==> config.mk <==
export PLATFORM = sky130hd
export DESIGN_NAME = mem_stage_flat
export DESIGN_NICKNAME = d
export VERILOG_FILES = /design/src/rtl/mem_stage_if.sv /design/src/rtl/mem_stage.sv /design/src/flat_wrapper.sv
export SDC_FILE = /design/constraint.sdc
export NUM_CORES = 1
export LEC_CHECK = 0
export CAP_MARGIN = 25
export CORE_ASPECT_RATIO = 0.8
export CORE_MARGIN = 2
export CORE_UTILIZATION = 35
export CTS_BUF_LIST = sky130_fd_sc_hd__clkbuf_16
export CTS_CLUSTER_SIZE = 8
export DETAILED_ROUTE_END_ITERATION = 16
export PLACE_DENSITY = 0.66
export SLEW_MARGIN = 0
export SYNTH_ARGS = -nofsm -noshare
export SYNTH_HDL_FRONTEND = slang
export SYNTH_SLANG_ARGS = --single-unit
==> constraint.sdc <==
create_clock -name clk -period 6.7 [get_ports clk]
set_input_delay 1.34 -clock clk [delete_from_list [all_inputs] [get_ports clk]]
set_output_delay 1.34 -clock clk [all_outputs]
set_load 0.02 [all_outputs]
==> src/rtl/mem_stage_if.sv <==
// Data-memory bus between mem_stage (master) and the data memory (slave).
// Request is held until gnt; load data returns later with rvalid.
interface mem_stage_if #(
  parameter int XLEN = 64
);
  logic            dmem_req;
  logic            dmem_we;
  logic [XLEN-1:0] dmem_addr;
  logic [XLEN-1:0] dmem_wdata;
  logic [7:0]      dmem_wstrb;
  logic            dmem_gnt;
  logic            dmem_rvalid;
  logic [XLEN-1:0] dmem_rdata;

  modport master (
    output dmem_req, dmem_we, dmem_addr, dmem_wdata, dmem_wstrb,
    input  dmem_gnt, dmem_rvalid, dmem_rdata
  );

  modport slave (
    input  dmem_req, dmem_we, dmem_addr, dmem_wdata, dmem_wstrb,
    output dmem_gnt, dmem_rvalid, dmem_rdata
  );
endinterface

==> src/rtl/mem_stage.sv <==
// Memory stage: runs load/store transactions on the dmem bus, emits write-back and redirect pulses.
// Optional MEM_MISALIGN_CHK_EN rejects misaligned accesses instead of rounding the lane offset down.
//
//   state | meaning
//   IDLE  | ready for EX; ALU ops complete here in one cycle
//   REQ   | dmem_req held with stable addr/data until gnt
//   WAIT  | load granted, waiting for rvalid
module mem_stage #(
  parameter int XLEN = 64,
  parameter int RD_W = 5
) (
  input  logic             clk,
  input  logic             reset,
  input  logic             in_valid,
  output logic             in_ready,
  input  logic [XLEN-1:0]  alu_result,
  input  logic [XLEN-1:0]  rs2_forward,
  input  logic [RD_W-1:0]  rd,
  input  logic             reg_write,
  input  logic             mem_read,
  input  logic             mem_write,
  input  logic [1:0]       mem_size,
  input  logic             mem_unsigned,
  input  logic             branch_taken,
  input  logic [XLEN-1:0]  branch_target,
  mem_stage_if.master      dmem,
  output logic             wb_valid,
  output logic [RD_W-1:0]  wb_rd,
  output logic             wb_reg_write,
  output logic [XLEN-1:0]  wb_data,
  output logic             redirect_valid,
  output logic [XLEN-1:0]  redirect_pc,
  output logic             misalign
);

  typedef enum logic [1:0] {IDLE, REQ, WAIT} state_e;

  state_e          state_q, state_d;
  logic [XLEN-1:0] addr_q, addr_d;
  logic [XLEN-1:0] wdata_q, wdata_d;
  logic [7:0]      wstrb_q, wstrb_d;
  logic            we_q, we_d;
  logic [RD_W-1:0] rd_q, rd_d;
  logic            reg_write_q, reg_write_d;
  logic [1:0]      size_q, size_d;
  logic            unsigned_q, unsigned_d;
  logic [2:0]      off_q, off_d;

  logic            wb_valid_q, wb_valid_d;
  logic [RD_W-1:0] wb_rd_q, wb_rd_d;
  logic            wb_reg_write_q, wb_reg_write_d;
  logic [XLEN-1:0] wb_data_q, wb_data_d;
  logic            redirect_valid_q, redirect_valid_d;
  logic [XLEN-1:0] redirect_pc_q, redirect_pc_d;

  logic            accept;
  logic            is_mem;
  logic [2:0]      size_mask;
  logic [2:0]      eff_off;
  logic [7:0]      strb_base;
  logic [XLEN-1:0] ld_shift;
  logic [XLEN-1:0] ld_ext;

`ifdef MEM_MISALIGN_CHK_EN
  logic            misalign_q, misalign_d;
  logic            misaligned;
  assign misaligned = is_mem & (|(alu_result[2:0] & size_mask));
  assign misalign   = misalign_q;
`else
  assign misalign   = 1'b0;
`endif

  assign in_ready       = (state_q == IDLE);
  assign accept         = in_valid & in_ready;
  assign is_mem         = mem_read | mem_write;

  assign dmem.dmem_req   = (state_q == REQ);
  assign dmem.dmem_we    = we_q;
  assign dmem.dmem_addr  = addr_q;
  assign dmem.dmem_wdata = wdata_q;
  assign dmem.dmem_wstrb = wstrb_q;

  assign wb_valid       = wb_valid_q;
  assign wb_rd          = wb_rd_q;
  assign wb_reg_write   = wb_reg_write_q;
  assign wb_data        = wb_data_q;
  assign redirect_valid = redirect_valid_q;
  assign redirect_pc    = redirect_pc_q;

  always_comb begin
    size_mask = 3'b000;
    strb_base = 8'h01;
    case (mem_size)
      2'd0:    begin size_mask = 3'b000; strb_base = 8'h01; end
      2'd1:    begin size_mask = 3'b001; strb_base = 8'h03; end
      2'd2:    begin size_mask = 3'b011; strb_base = 8'h0F; end
      default: begin size_mask = 3'b111; strb_base = 8'hFF; end
    endcase
  end

  // Lane offset rounded down to the access size; the bus address stays exact.
  assign eff_off  = alu_result[2:0] & ~size_mask;
  assign ld_shift = dmem.dmem_rdata >> {off_q, 3'b000};

  always_comb begin
    ld_ext = ld_shift;
    case (size_q)
      2'd0:    ld_ext = {{(XLEN-8){~unsigned_q & ld_shift[7]}},   ld_shift[7:0]};
      2'd1:    ld_ext = {{(XLEN-16){~unsigned_q & ld_shift[15]}}, ld_shift[15:0]};
      2'd2:    ld_ext = {{(XLEN-32){~unsigned_q & ld_shift[31]}}, ld_shift[31:0]};
      default: ld_ext = ld_shift;
    endcase
  end

  always_comb begin
    state_d          = state_q;
    addr_d           = addr_q;
    wdata_d          = wdata_q;
    wstrb_d          = wstrb_q;
    we_d             = we_q;
    rd_d             = rd_q;
    reg_write_d      = reg_write_q;
    size_d           = size_q;
    unsigned_d       = unsigned_q;
    off_d            = off_q;
    wb_valid_d       = 1'b0;
    wb_rd_d          = wb_rd_q;
    wb_reg_write_d   = wb_reg_write_q;
    wb_data_d        = wb_data_q;
    redirect_valid_d = 1'b0;
    redirect_pc_d    = redirect_pc_q;
`ifdef MEM_MISALIGN_CHK_EN
    misalign_d       = 1'b0;
`endif

    case (state_q)
      IDLE: begin
        if (accept) begin
          redirect_valid_d = branch_taken;
          if (branch_taken) redirect_pc_d = branch_target;
          if (!is_mem) begin
            wb_valid_d     = 1'b1;
            wb_rd_d        = rd;
            wb_reg_write_d = reg_write;
            wb_data_d      = alu_result;
`ifdef MEM_MISALIGN_CHK_EN
          end else if (misaligned) begin
            wb_valid_d     = 1'b1;
            wb_rd_d        = rd;
            wb_reg_write_d = 1'b0;
            wb_data_d      = alu_result;
            misalign_d     = 1'b1;
`endif
          end else begin
            state_d     = REQ;
            addr_d      = alu_result;
            we_d        = mem_write;
            wdata_d     = mem_write ? (rs2_forward << {eff_off, 3'b000}) : '0;
            wstrb_d     = mem_write ? (strb_base << eff_off) : 8'h00;
            rd_d        = rd;
            reg_write_d = reg_write;
            size_d      = mem_size;
            unsigned_d  = mem_unsigned;
            off_d       = eff_off;
          end
        end
      end
      REQ: begin
        if (dmem.dmem_gnt) begin
          if (we_q) begin
            state_d        = IDLE;
            wb_valid_d     = 1'b1;
            wb_rd_d        = rd_q;
            wb_reg_write_d = 1'b0;
            wb_data_d      = addr_q;
          end else begin
            state_d = WAIT;
          end
        end
      end
      WAIT: begin
        if (dmem.dmem_rvalid) begin
          state_d        = IDLE;
          wb_valid_d     = 1'b1;
          wb_rd_d        = rd_q;
          wb_reg_write_d = reg_write_q;
          wb_data_d      = ld_ext;
        end
      end
      default: state_d = IDLE;
    endcase
  end

  always_ff @(posedge clk) begin
    if (reset) begin
      state_q          <= IDLE;
      addr_q           <= '0;
      wdata_q          <= '0;
      wstrb_q          <= '0;
      we_q             <= 1'b0;
      rd_q             <= '0;
      reg_write_q      <= 1'b0;
      size_q           <= '0;
      unsigned_q       <= 1'b0;
      off_q            <= '0;
      wb_valid_q       <= 1'b0;
      wb_rd_q          <= '0;
      wb_reg_write_q   <= 1'b0;
      wb_data_q        <= '0;
      redirect_valid_q <= 1'b0;
      redirect_pc_q    <= '0;
`ifdef MEM_MISALIGN_CHK_EN
      misalign_q       <= 1'b0;
`endif
    end else begin
      state_q          <= state_d;
      addr_q           <= addr_d;
      wdata_q          <= wdata_d;
      wstrb_q          <= wstrb_d;
      we_q             <= we_d;
      rd_q             <= rd_d;
      reg_write_q      <= reg_write_d;
      size_q           <= size_d;
      unsigned_q       <= unsigned_d;
      off_q            <= off_d;
      wb_valid_q       <= wb_valid_d;
      wb_rd_q          <= wb_rd_d;
      wb_reg_write_q   <= wb_reg_write_d;
      wb_data_q        <= wb_data_d;
      redirect_valid_q <= redirect_valid_d;
      redirect_pc_q    <= redirect_pc_d;
`ifdef MEM_MISALIGN_CHK_EN
      misalign_q       <= misalign_d;
`endif
    end
  end

endmodule

==> src/flat_wrapper.sv <==
// flat-port wrapper written by rule: the top's interface ports become plain ports
module mem_stage_flat 
#(
  parameter int XLEN = 64,
  parameter int RD_W = 5
)
  (clk, reset, in_valid, in_ready, alu_result, rs2_forward, rd, reg_write, mem_read, mem_write, mem_size, mem_unsigned, branch_taken, branch_target, wb_valid, wb_rd, wb_reg_write, wb_data, redirect_valid, redirect_pc, misalign, dmem_dmem_req, dmem_dmem_we, dmem_dmem_addr, dmem_dmem_wdata, dmem_dmem_wstrb, dmem_dmem_gnt, dmem_dmem_rvalid, dmem_dmem_rdata);
  mem_stage_if #(.XLEN(XLEN)) dmem_i ();
  input  logic clk;
  input  logic reset;
  input  logic in_valid;
  output logic in_ready;
  input  logic [XLEN-1:0] alu_result;
  input  logic [XLEN-1:0] rs2_forward;
  input  logic [RD_W-1:0] rd;
  input  logic reg_write;
  input  logic mem_read;
  input  logic mem_write;
  input  logic [1:0] mem_size;
  input  logic mem_unsigned;
  input  logic branch_taken;
  input  logic [XLEN-1:0] branch_target;
  output logic wb_valid;
  output logic [RD_W-1:0] wb_rd;
  output logic wb_reg_write;
  output logic [XLEN-1:0] wb_data;
  output logic redirect_valid;
  output logic [XLEN-1:0] redirect_pc;
  output logic misalign;
  output wire logic [$bits(dmem_i.dmem_req)-1:0] dmem_dmem_req;
  output wire logic [$bits(dmem_i.dmem_we)-1:0] dmem_dmem_we;
  output wire logic [$bits(dmem_i.dmem_addr)-1:0] dmem_dmem_addr;
  output wire logic [$bits(dmem_i.dmem_wdata)-1:0] dmem_dmem_wdata;
  output wire logic [$bits(dmem_i.dmem_wstrb)-1:0] dmem_dmem_wstrb;
  input wire logic [$bits(dmem_i.dmem_gnt)-1:0] dmem_dmem_gnt;
  input wire logic [$bits(dmem_i.dmem_rvalid)-1:0] dmem_dmem_rvalid;
  input wire logic [$bits(dmem_i.dmem_rdata)-1:0] dmem_dmem_rdata;
  assign dmem_dmem_req = dmem_i.dmem_req;
  assign dmem_dmem_we = dmem_i.dmem_we;
  assign dmem_dmem_addr = dmem_i.dmem_addr;
  assign dmem_dmem_wdata = dmem_i.dmem_wdata;
  assign dmem_dmem_wstrb = dmem_i.dmem_wstrb;
  assign dmem_i.dmem_gnt = dmem_dmem_gnt;
  assign dmem_i.dmem_rvalid = dmem_dmem_rvalid;
  assign dmem_i.dmem_rdata = dmem_dmem_rdata;
  mem_stage #(.XLEN(XLEN), .RD_W(RD_W)) u_core (.clk(clk), .reset(reset), .in_valid(in_valid), .in_ready(in_ready), .alu_result(alu_result), .rs2_forward(rs2_forward), .rd(rd), .reg_write(reg_write), .mem_read(mem_read), .mem_write(mem_write), .mem_size(mem_size), .mem_unsigned(mem_unsigned), .branch_taken(branch_taken), .branch_target(branch_target), .dmem(dmem_i), .wb_valid(wb_valid), .wb_rd(wb_rd), .wb_reg_write(wb_reg_write), .wb_data(wb_data), .redirect_valid(redirect_valid), .redirect_pc(redirect_pc), .misalign(misalign));
endmodule
==> results of run 1 <==
[worst max-delay path, stage by stage]
cell,delay [ns]
clkdlybuf4s50_1,0.66
inv_1,0.07
a222oi_1,0.70
nand3_4,0.95
buf_4,0.57
a21oi_1,0.16
a21oi_1,0.07
o2bb2ai_1,0.16
[registers in the layout (all words and copies together), names as in the netlist, 2 cells and up]
register                cells
u_core.dmem.dmem_addr      64
u_core.dmem.dmem_wdata     64
u_core.redirect_pc         64
u_core.wb_data             64
u_core.dmem.dmem_wstrb      8
u_core.rd_q                 5
u_core.wb_rd                5
u_core.off_q                3
u_core.size_q               2
u_core.state_q              2
[power by group]
group	total (mW)	internal, mW	switching (mW)
Combinational	1.86	0.748	1.12
Clock	1.91	1.13	0.781
Sequential	2.02	1.88	0.132
Total	5.79	3.76	2.03
[worst paths after layout]
check                                   from                          to  slack (ns)  cells after the start
setup / recovery                    in_valid          u_core.wb_data[57]        2.40                      8
hold / removal    u_core.dmem.dmem_wdata[57]  u_core.dmem.dmem_wdata[57]        0.44                      2
setup reg to reg           u_core.state_q[1]          u_core.wb_data[57]        2.71                      9
hold reg to reg   u_core.dmem.dmem_wdata[57]  u_core.dmem.dmem_wdata[57]        0.44                      2
[logic make-up after synthesis]
kind of cell / count (synthesis) / share of synthesized area [%]
fa+ha+maj: 4 / 0.345
flops: 287 / 39.6
other cells: 1 / 0.0259
mux: 139 / 11.8
buf+inv: 177 / 4.95
simple gates: 676 / 18.9
compound gates: 553 / 24.3
[cell type report]
cell class / count / area [um^2] / share of cell area [%]
multi-input cells: 1373 / 8110 / 37.9
flip-flops and latches: 287 / 5750 / 26.8
repair buffers: 569 / 5690 / 26.6
clock buffers: 43 / 1080 / 5.03
well taps: 544 / 681 / 3.18
clock inverters: 7 / 51.3 / 0.240
inverters: 10 / 37.5 / 0.175
diodes: 6 / 15.0 / 0.0701
[per-layer routing]
metal	vias to the layer above	routed length, um	share of wire [%]	global-route usage (%)
met1	7797	27700	42	39.0
met3	155	6130	9.3	7.22
met5	-	23	0.035	0
li1	7469	-	-	-
met2	900	29100	44	44.3
met4	4	2900	4.4	13.4
[cells in the final DEF (no fill, tap or decap), types with 3 or more instances in the layout]
master             n
nor2_1           167
or3_1              3
o2bb2ai_1         46
diode_2            6
nand2b_1           6
and3_1             5
o211ai_1           8
and2_1             4
nor2_4             3
o31ai_1            3
o221ai_1           4
a311oi_1          15
nand2_1          393
a211oi_1          11
mux2i_1           81
mux4_2            22
nor4_1             7
a221oi_1          25
a21o_1             3
o22ai_1            7
nor2b_1            6
mux2_2            36
nand3_1           36
a31oi_1            3
a222oi_1          15
a2bb2oi_1          5
a21oi_1          258
dfxtp_1          285
inv_1             14
clkdlybuf4s50_1  546
buf_4             17
a22oi_1           60
clkbuf_16         43
o21ai_0           63
nor3_1            35
o31a_1            15
==> flow_summary.yaml, run 1 <==
status:
  status: "finished, final reports clean"
global_routing:
  grt_pass1_vias: 15500
  grt_overflow_total: 0
  track_usage_pct: 29.2
  grt_pass1_wl_um: 96400
  antenna_found_initial: 8
  grt_max_degree: 173
timing:
  setup_ws_ns: 2.40
  finalHoldViolCount: 0
  slew_headroom_pct: 31.6
  period_share_pct: 64.1
  hold_slack_ns: 0.442
  tightest_slew_ns: 1.03
  slew_violations: 0
  setup_viol: 0
  max_freq_mhz: 233
  rsz0062_at_grt: "no"
  layout_min_cycle_time_ns: 4.30
  clock_skew_ns: 0.0160
  timing.setup.tns_ns: 0
routing:
  wl_um: 65900
  wl_per_cell_um: 23.2
  vias: 16300
  firstDrtPassIters: 7
  drt_iter0_markers: 1826
  postRouteAntennaNets: 0
  drc: 0
  viasPerCell: 5.75
logic_synthesis:
  yosysWarnings: 0
  yosysMostFrequentCell: "nand2_1"
  ys_top_cells_by_area: "dfxtp_1, nand2_1, a21oi_1, mux2i_1, nor2_1"
  synth_edf_count: 0
  yosysTopAreaCell: "dfxtp_1"
  yosys.area.top_type_share_pct: 39.6
  synthDistinctLibCells: 54
  async_flop_share_pct: 0
  ys_ff_latch: 287
  netlist_instances: 1837
  avgSynthCellArea_um2: 7.89
  syn_nets: 2114
  synth-seq-area-share_pct: 39.6
  synthFlopType: "dfxtp_1"
  ys_top_cells_by_count: "nand2_1, dfxtp_1, a21oi_1"
  syn-cell-area_um2: 14500
placed_design:
  dp_slack_ns: 1.95
  port_buffers: 547
  dpl.hpwl_um: 47700
  dpl.cell_count: 2780
  gp_congestion: 0.919
  postPlaceCellArea_um2: 20200
setup_path:
  startpoint_type: "input pin"
  worst_setup_path_end_kind: "flip-flop"
  critical_path_class: "input pin to flip-flop"
  timing.critical_path.fanout_max: 79
  arrival_ns: 4.75
  critPathRequiredTime_ns: 7.15
pwr:
  ir_worst_vdd_uv: 183
  power_leakage_nw: 7.41
  power_mw: 5.79
  powerDensity_nw_per_um2: 271
floorplan:
  die_y_um: 186
  ioPinCount: 549
  core-area_um2: 40700
  chipWidth_um: 232
  initial_utilization_pct: 35.6
  rows: 66
  dieArea_um2: 43100
clock_network:
  numCtsBuffers: 42
  htreeDepth: 2
  ctsHoldBuffers: 0
  ctsResizeCount: 0
  root_buffer: "clkbuf_16"
  cts_tree: "yes"
  insertion_delay_ns: 0.54
  clk_pin_slew_ns: 0.05
  cts_buffer_depth: 3
  clock-sinks: 287
  cts_setup_buffers: 0
cells_and_area:
  final_core_util_pct: 52.6
  nets: 2560
  nFillCells: 3832
  syn_to_final_growth_pct: 47.7
  stdcell_area_um2: 21400
  final_cells: 2839
  drive_above_1_share_pct: 6.25
hold_path:
  min_path_type: "flip-flop to flip-flop"
flow_run:
  drv_cap: 0
(Power assumes the default switching activity.)
==> run 2, diff against run 1 <==
PLACE_DENSITY = 0.69   (was 0.66)
clock period = 3.5 ns   (was 6.7 ns; I/O delays follow)
==> run 2 against run 1 <==
Against the previous run:
- worst setup slack lost 1.6 ns
- final cell count increased by 1.1%
- clock skew decreased by 0.00070 ns
- sequential cell count is the same
- worst hold slack lost 0.0037 ns
- register-to-register slack got worse by 1.9 ns
- critical path depth is the same
- combinational power rose by 97%
- routed wire length increased by 1.9%
- critical endpoint is now u_core.wb_data[21]
==> flow_summary.yaml, run 2 (synthesis results as in run 1) <==
status:
  status: "finished, final reports clean"
clock_network:
  clk_pin_slew_ns: 0.05
  numCtsBuffers: 42
  ctsHoldBuffers: 0
  root_buffer: "clkbuf_16"
  htreeDepth: 2
  insertion_delay_ns: 0.55
  cts_tree: "yes"
  cts_buffer_depth: 3
  cts_setup_buffers: 0
  clock-sinks: 287
  ctsResizeCount: 0
global_routing:
  grt_max_degree: 112
  track_usage_pct: 29.8
  grt-busiest-layer: "met2"
  use_met2_pct: 45.6
  use_met3_pct: 7.17
  met1_usage_pct: 40.6
  grt_pass1_vias: 15500
  grt_overflow_total: 0
  antenna_found_initial: 6
  grt_pass1_wl_um: 98100
setup_path:
  startpoint_type: "flip-flop"
  max_stage_delay_ns: 0.67
  critPathSlowestCell: "dfxtp_2"
  regToRegSetupSlack_ns: 0.80
  critical_path_class: "flip-flop to flip-flop"
  critPathRequiredTime_ns: 3.89
  worst_setup_path_end_kind: "flip-flop"
  timing.critical_path.fanout_max: 21
  path_common_cell: "buf_4"
  arrival_ns: 3.09
  worstPathCellList: "buf_4 -> mux2i_1 -> a22oi_1 -> and4b_1 -> a31o_2 -> nor2_1 -> buf_4 -> a311oi_1"
timing:
  period_share_pct: 77.1
  layout_min_cycle_time_ns: 2.70
  rsz0062_at_grt: "no"
  finalHoldViolCount: 0
  tightest_slew_ns: 1.01
  slew_headroom_pct: 32.8
  timing.setup.tns_ns: 0
  max_freq_mhz: 371
  slew_violations: 0
  setup_viol: 0
  hold_slack_ns: 0.439
  clock_skew_ns: 0.0153
cells_and_area:
  drive_above_1_share_pct: 7.58
  stdcell_area_um2: 21700
  final_common_cell: "clkdlybuf4s50_1"
  syn_to_final_growth_pct: 49.6
  mostFrequentLayoutCells: "clkdlybuf4s50_1, nand2_1, dfxtp_1"
  nets: 2593
floorplan:
  chipWidth_um: 232
  ioPinCount: 549
  initial_utilization_pct: 35.6
  dieArea_um2: 43100
  core-area_um2: 40700
  rows: 66
  die_y_um: 186
routing:
  wl_um: 67100
  vias: 16400
  postRouteAntennaNets: 0
  drc: 0
  firstDrtPassIters: 7
  drt_iter0_markers: 1824
  viasPerCell: 5.72
  wl_per_cell_um: 23.4
placed_design:
  dpl.hpwl_um: 50000
  gp_congestion: 0.952
  postPlaceCellArea_um2: 20500
  port_buffers: 547
pwr:
  powerDensity_nw_per_um2: 516
  ir_worst_vdd_uv: 381
  power_leakage_nw: 7.58
hold_path:
  min_path_type: "flip-flop to flip-flop"
flow_run:
  drv_cap: 0
==> run 2: worst paths after layout <==
check / cells after the start / to / startpoint
setup / recovery: 8 / u_core.wb_data[21] / u_core.off_q[1]
hold / removal: 2 / u_core.dmem.dmem_wdata[62] / u_core.dmem.dmem_wdata[62]
setup reg to reg: 8 / u_core.wb_data[21] / u_core.off_q[1]
hold reg to reg: 2 / u_core.dmem.dmem_wdata[62] / u_core.dmem.dmem_wdata[62]
==> run 2: critical path: cells and delay by family (launching register included) <==
| kind | cells | cell delay, ns |
|---|---|---|
| buffers and inverters | 2 | 0.53 |
| DFF | 1 | 0.67 |
| muxes | 1 | 0.32 |
| AOI/OAI and AO/OA | 3 | 0.58 |
| and+or+nand+nor | 2 | 0.43 |
==> run 2: layer usage <==
| metal | wire length [um] | part of all wire, % |
|---|---|---|
| met5 | 26 | 0.039 |
| met4 | 2420 | 3.6 |
| met3 | 6840 | 10 |
| met2 | 29700 | 44 |
| met1 | 28100 | 42 |
==> run 2: where the power goes <==
group	internal, mW	leakage (nW)	switching (mW)
logic	1.49	4.68	2.18
registers	3.61	2.34	0.246
clock network	2.13	0.563	1.53
==> run 2: layout make-up <==
cell class,instances,area (um^2)
repair buffers,602,5980
clock inverters,7,78.8
fillers,3741,19000
clock buffers,42,1050
diodes,4,10.0
flip-flops and latches,287,5750
well taps,544,681
multi-input cells,1373,8100
inverters,10,37.5
==> run 2: per-stage QoR <==
step	power, mW	std cells	setup slack, ns	utilization, %
floorplan	5.78	1837	1.07	-
global placement	7.47	2816	0.429	50.5
detailed placement	7.52	2816	0.381	50.5
CTS	11.2	2865	0.828	53.3
global route	11.6	2869	0.675	53.3
finish	11.2	2869	0.801	53.3
